==> src/rtl/div23_reconstruct.sv <==
// Rebuilds x = q*D + r from a quotient/remainder pair with an MSB-first Horner multiply-add.
// Optional remainder range check enabled by defining RECON_RANGE_CHECK_EN.
module div23_reconstruct #(
   parameter int unsigned W     = 32,
   parameter int unsigned D     = 23,
   parameter int unsigned QW    = 28,
   parameter int unsigned RW    = 5,
   parameter int unsigned DIGIT = 4
) (
   input  logic          clk,
   input  logic          rst_n,
   input  logic          in_valid,
   output logic          in_ready,
   input  logic [QW-1:0] in_q,
   input  logic [RW-1:0] in_r,
   output logic          out_valid,
   input  logic          out_ready,
   output logic [W-1:0]  out_x,
   output logic          out_ovf,
   output logic          out_err
);

   localparam int unsigned NDIG = QW / DIGIT;
   localparam int unsigned AW   = W + DIGIT + RW + 1;
   localparam int unsigned CW   = (NDIG > 1) ? $clog2(NDIG) : 1;

   if (QW % DIGIT != 0) begin : g_bad_digit
      $error("div23_reconstruct: QW must be a multiple of DIGIT");
   end
   if (D >= (64'd1 << RW)) begin : g_bad_divisor
      $error("div23_reconstruct: D must fit in RW bits");
   end

   typedef enum logic [1:0] {
      S_IDLE,
      S_RUN,
      S_FIN,
      S_DONE
   } state_e;

   state_e          state_q, state_d;
   logic [AW-1:0]   acc_q, acc_d;
   logic [CW-1:0]   cnt_q, cnt_d;
   logic [QW-1:0]   q_q, q_d;
   logic [RW-1:0]   r_q, r_d;
   logic            in_ready_q, in_ready_d;
   logic            out_valid_q, out_valid_d;
   logic [W-1:0]    out_x_q, out_x_d;
   logic            out_ovf_q, out_ovf_d;
   logic            out_err_q, out_err_d;

   logic [DIGIT-1:0] digit;
   logic [AW-1:0]    sum;

   // State and datapath registers
   always_ff @(posedge clk or negedge rst_n) begin
      if (!rst_n) begin
         state_q     <= S_IDLE;
         acc_q       <= '0;
         cnt_q       <= '0;
         q_q         <= '0;
         r_q         <= '0;
         in_ready_q  <= 1'b0;
         out_valid_q <= 1'b0;
         out_x_q     <= '0;
         out_ovf_q   <= 1'b0;
         out_err_q   <= 1'b0;
      end else begin
         state_q     <= state_d;
         acc_q       <= acc_d;
         cnt_q       <= cnt_d;
         q_q         <= q_d;
         r_q         <= r_d;
         in_ready_q  <= in_ready_d;
         out_valid_q <= out_valid_d;
         out_x_q     <= out_x_d;
         out_ovf_q   <= out_ovf_d;
         out_err_q   <= out_err_d;
      end
   end

   // The latched quotient shifts left each RUN cycle, so the current digit is always on top
   always_comb begin
      state_d   = state_q;
      acc_d     = acc_q;
      cnt_d     = cnt_q;
      q_d       = q_q;
      r_d       = r_q;
      out_x_d   = out_x_q;
      out_ovf_d = out_ovf_q;
      out_err_d = out_err_q;
      digit     = q_q[QW-1 -: DIGIT];
      sum       = acc_q + AW'(r_q);

      case (state_q)
         S_IDLE: begin
            if (in_valid && in_ready_q) begin
               q_d     = in_q;
               r_d     = in_r;
               acc_d   = '0;
               cnt_d   = CW'(NDIG - 1);
               state_d = S_RUN;
            end
         end
         S_RUN: begin
            acc_d = (acc_q << DIGIT) + AW'(digit) * AW'(D);
            q_d   = q_q << DIGIT;
            if (cnt_q == '0) begin
               state_d = S_FIN;
            end else begin
               cnt_d = cnt_q - CW'(1);
            end
         end
         S_FIN: begin
            out_x_d   = sum[W-1:0];
            out_ovf_d = |sum[AW-1:W];
`ifdef RECON_RANGE_CHECK_EN
            out_err_d = (r_q >= RW'(D));
`else
            out_err_d = 1'b0;
`endif
            state_d   = S_DONE;
         end
         S_DONE: begin
            if (out_ready) begin
               state_d = S_IDLE;
            end
         end
         default: state_d = S_IDLE;
      endcase

      in_ready_d  = (state_d == S_IDLE);
      out_valid_d = (state_d == S_DONE);
   end

   assign in_ready  = in_ready_q;
   assign out_valid = out_valid_q;
   assign out_x     = out_x_q;
   assign out_ovf   = out_ovf_q;
   assign out_err   = out_err_q;

endmodule

==> config.mk <==
export PLATFORM = sky130hd
export DESIGN_NAME = div23_reconstruct
export DESIGN_NICKNAME = d
export VERILOG_FILES = /design/src/rtl/div23_reconstruct.sv
export SDC_FILE = /design/constraint.sdc
export NUM_CORES = 1
export LEC_CHECK = 0
export BUFFER_PORTS_ARGS = -buffer_cell sky130_fd_sc_hd__clkbuf_2
export CELL_PAD_IN_SITES_DETAIL_PLACEMENT = 0
export CELL_PAD_IN_SITES_GLOBAL_PLACEMENT = 1
export CORE_ASPECT_RATIO = 0.8
export CORE_MARGIN = 2
export CORE_UTILIZATION = 48
export CTS_BUF_LIST = sky130_fd_sc_hd__clkbuf_16
export DETAILED_ROUTE_END_ITERATION = 10
export GPL_TIMING_DRIVEN = 1
export PLACE_DENSITY = 0.94
export SYNTH_ARGS = -nofsm -noshare
export SYNTH_HDL_FRONTEND = slang
export SYNTH_SLANG_ARGS = --single-unit
export TNS_END_PERCENT = 100
==> constraint.sdc <==
create_clock -name clk -period 6.7 [get_ports clk]
set_input_delay 0.67 -clock clk [delete_from_list [all_inputs] [get_ports clk]]
set_output_delay 0.67 -clock clk [all_outputs]
set_load 0.05 [all_outputs]
==> metrics.txt <==
WS Path Type=reg -> reg; Design Area, Final=between 7000 and 8000 um2; FFs w/ async S/R, synth=1.000; crit share post-route=0.6369; Setup TNS Final=0 ns; DR vias/cell=5.572; die footprint=~14,000 um2; max-cap violation count=0; cts hold-fix bufs=0; hold_ws=0.3191 ns; Final ANT Viol Nets=0; Static Leak=between 3 and 4 nW; CTS Sinks=approximately 120; final core occ=0.5734; row cnt=37; Nets=approximately 840; worst-path fanout max=5; Slew HR=0.2749; Worst Skew=roughly 0.0099 ns; area of the mapped netlist=6495 um2; Crit. End Element=flip-flop; Clock Tree Root=clkbuf_16; Initial Util=0.4975; slowest library cell on the worst path=a211oi_1; postcts setup bufs=0; Crit path largest cell delay=a little over 0.7 ns; Top cell by count, worst path=fa_1; EDFF count, synth=0; largest net degree at the start of global routing=96; Yosys reg bits=between 100 and 150; Max clock buf depth=2; CP arrival=4.60 ns; Avg Inst Size Synth=a little under 9 um2; total chip power=about 4.4 mW; number of I/O pins=73; Slew @ Worst Pin=about 1.1 ns; WP buf/inv=3; drt initial violations=a little over 400; dpl ws=2.443 ns; Worst VDD drop=between 300 and 400 uV; CP Launch Type=flip-flop; I/O Buffers=between 70 and 80; CP required=between 7 and 8 ns; core area=approximately 13,000 um2; n_diodes=0; Clk Latency, worst-skew pair=0.42 ns; H-tree levels=4; Detailed Route WL=15,740 um; share of layout cells above drive strength 1=0.1447; Setup WS post-layout=2.433 ns; post-DP HPWL=roughly 11,000 um; Synth area leaders=dfrtp_1 44%, o21ai_0 6.1%, xor2_1 5.9%; final setup vio count=0; CTS clk-pin slew, worst paths=0.05 ns; drt wl/cell=16.35 um; Worst Hold Class=in -> async; cell accounting for the most synthesized area=dfrtp_1; via count=around 5,400; FMAX=approximately 230 MHz; global route total overflow=0; Top FF cell, synth=dfrtp_1; FF-to-FF setup slack=around 2.4 ns; RSZ-0062 raised after global routing=false; placed insts=about 930; outcome=finished clean; worst-path cell chain=inv_1 -> fa_1 -> inv_1 -> fa_1 -> inv_1 -> fa_1 -> fa_1 -> nor2b_1 -> o21a_1 -> o21ai_0 -> a211oi_1 -> nand3_1 -> xor2_1 -> o21ai_0; RePlAce Congestion=slightly above 0.9; dpl cell area=about 6900 um2; Global Route Usage Sum=0.2342; synth unique cells=52; CTS tree=yes; die span in x=between 100 and 150 um; vias in the first global route=5,270; antenna violations before repair=0; DRC Markers=0; Seq/Total Area, Yosys=0.4431; P per Cell Area=589.0 nW/um2; Cells after Synth=around 730; post-synth net total=801; Final Hold Fails=0; Finished Layout Cells=963; Tmin final=4.267 ns; Area growth, synth to finish=15.26%; die height=108.0 um; post-CTS sizing=0; first-pass GRT wire length=26,280 um; crit-path leading delay family=adder cells; top cells by count, synth=115 x dfrtp_1, 102 x nand2_1, 79 x o21ai_0, 63 x nor2_1, 62 x nand3_1; Ys Warns=0; CTS Buf Count=17; Final Slew Violations=0; most numerous cell in the Yosys netlist=dfrtp_1; 1st-pass router iterations=5; top cell type's share of synthesized area=0.4431
placed cells by master (no fill, tap or decap), drive strengths merged, types with 4 or more instances in the layout:
cell | netlist | routed
inv | 31 | 34
o22ai | 23 | 23
nand2 | 102 | 102
nand3 | 62 | 62
ha | 23 | 23
clkinv | 0 | 5
xnor2 | 26 | 26
and3 | 10 | 10
nor3 | 8 | 8
nor2b | 4 | 4
o21ai | 79 | 79
o31ai | 4 | 4
a211oi | 5 | 5
a21o | 5 | 5
xor2 | 44 | 44
and4 | 10 | 10
nand4 | 13 | 13
buf | 13 | 5
a21oi | 10 | 10
clkbuf | 39 | 87
nor4 | 5 | 5
fa | 8 | 8
dfrtp | 115 | 115
nor2 | 63 | 63
clkinvlp | 0 | 4
path summary, 6_finish.rpt:
kind	endpoint	depth (start not counted)	startpoint
worst max-delay path	acc_q[29]	14	q_q[25]
worst min-delay path	q_q[2]	1	rst_n
worst max register to register	acc_q[29]	14	q_q[25]
worst min register to register	out_x[13]	2	out_x[13]
max in group asynchronous	acc_q[10]	2	rst_n
min in group clk	q_q[1]	3	in_q[1]
final cells by class:
cell class	instances	area, um2
clock buffer	17	425.4
clock inverter	15	163.9
fill	1207	5569
inverter	31	116.4
multi-input combinational	535	3296
sequential	115	2878
tap	175	219.0
timing repair buffer	75	387.9
registers in the layout, indices dropped and copies added (netlist names):
signal and flops:
acc_q 42, out_x 32, q_q 28, r_q 5
cnt_q 3, state_q 2, in_ready 1, out_ovf 1
out_valid 1
worst reg2reg max path, stage by stage, from the launching register on:
cell      delay [ns]
dfrtp_1         0.42
inv_1           0.11
fa_1            0.45
inv_1           0.10
fa_1            0.42
inv_1           0.09
fa_1            0.46
fa_1            0.47
nor2b_1         0.14
o21a_1          0.17
o21ai_0         0.15
a211oi_1        0.71
nand3_1         0.18
xor2_1          0.17
o21ai_0         0.16
cell families (layout without fill, tap and decap cells):
| kind of cell | Yosys count | after routing | share of synthesized area |
|---|---|---|---|
| AND/OR/NAND/NOR | 289 | 289 | 0.2111 |
| multiplexers | 2 | 2 | 0.003275 |
| flip-flops | 115 | 115 | 0.4431 |
| adder cells (fa/ha/maj) | 31 | 31 | 0.06897 |
| XOR/XNOR | 70 | 70 | 0.09439 |
| AO/OA/AOI/OAI | 142 | 142 | 0.1275 |
| buffers and inverters | 83 | 138 | 0.05105 |
| other | 1 | 1 | 0.0005774 |
where the power goes:
part | total, mW | internal [mW] | switching [mW]
Sequential | 1.30 | 0.992 | 0.308
Combinational | 2.20 | 0.800 | 1.40
Clock | 0.905 | 0.579 | 0.326
Total | 4.41 | 2.37 | 2.04
metal layers:
metal  track usage  part of all wire  up-vias  routed length, um
met3       0.06142             0.067       13               1057
met5             0                 0        -                  0
met1        0.3293              0.49     2575               7637
met4       0.07820             0.010        0                159
met2        0.3549              0.44      173               6887
li1              -                 -     2605                  -
(Power assumes the default switching activity.)
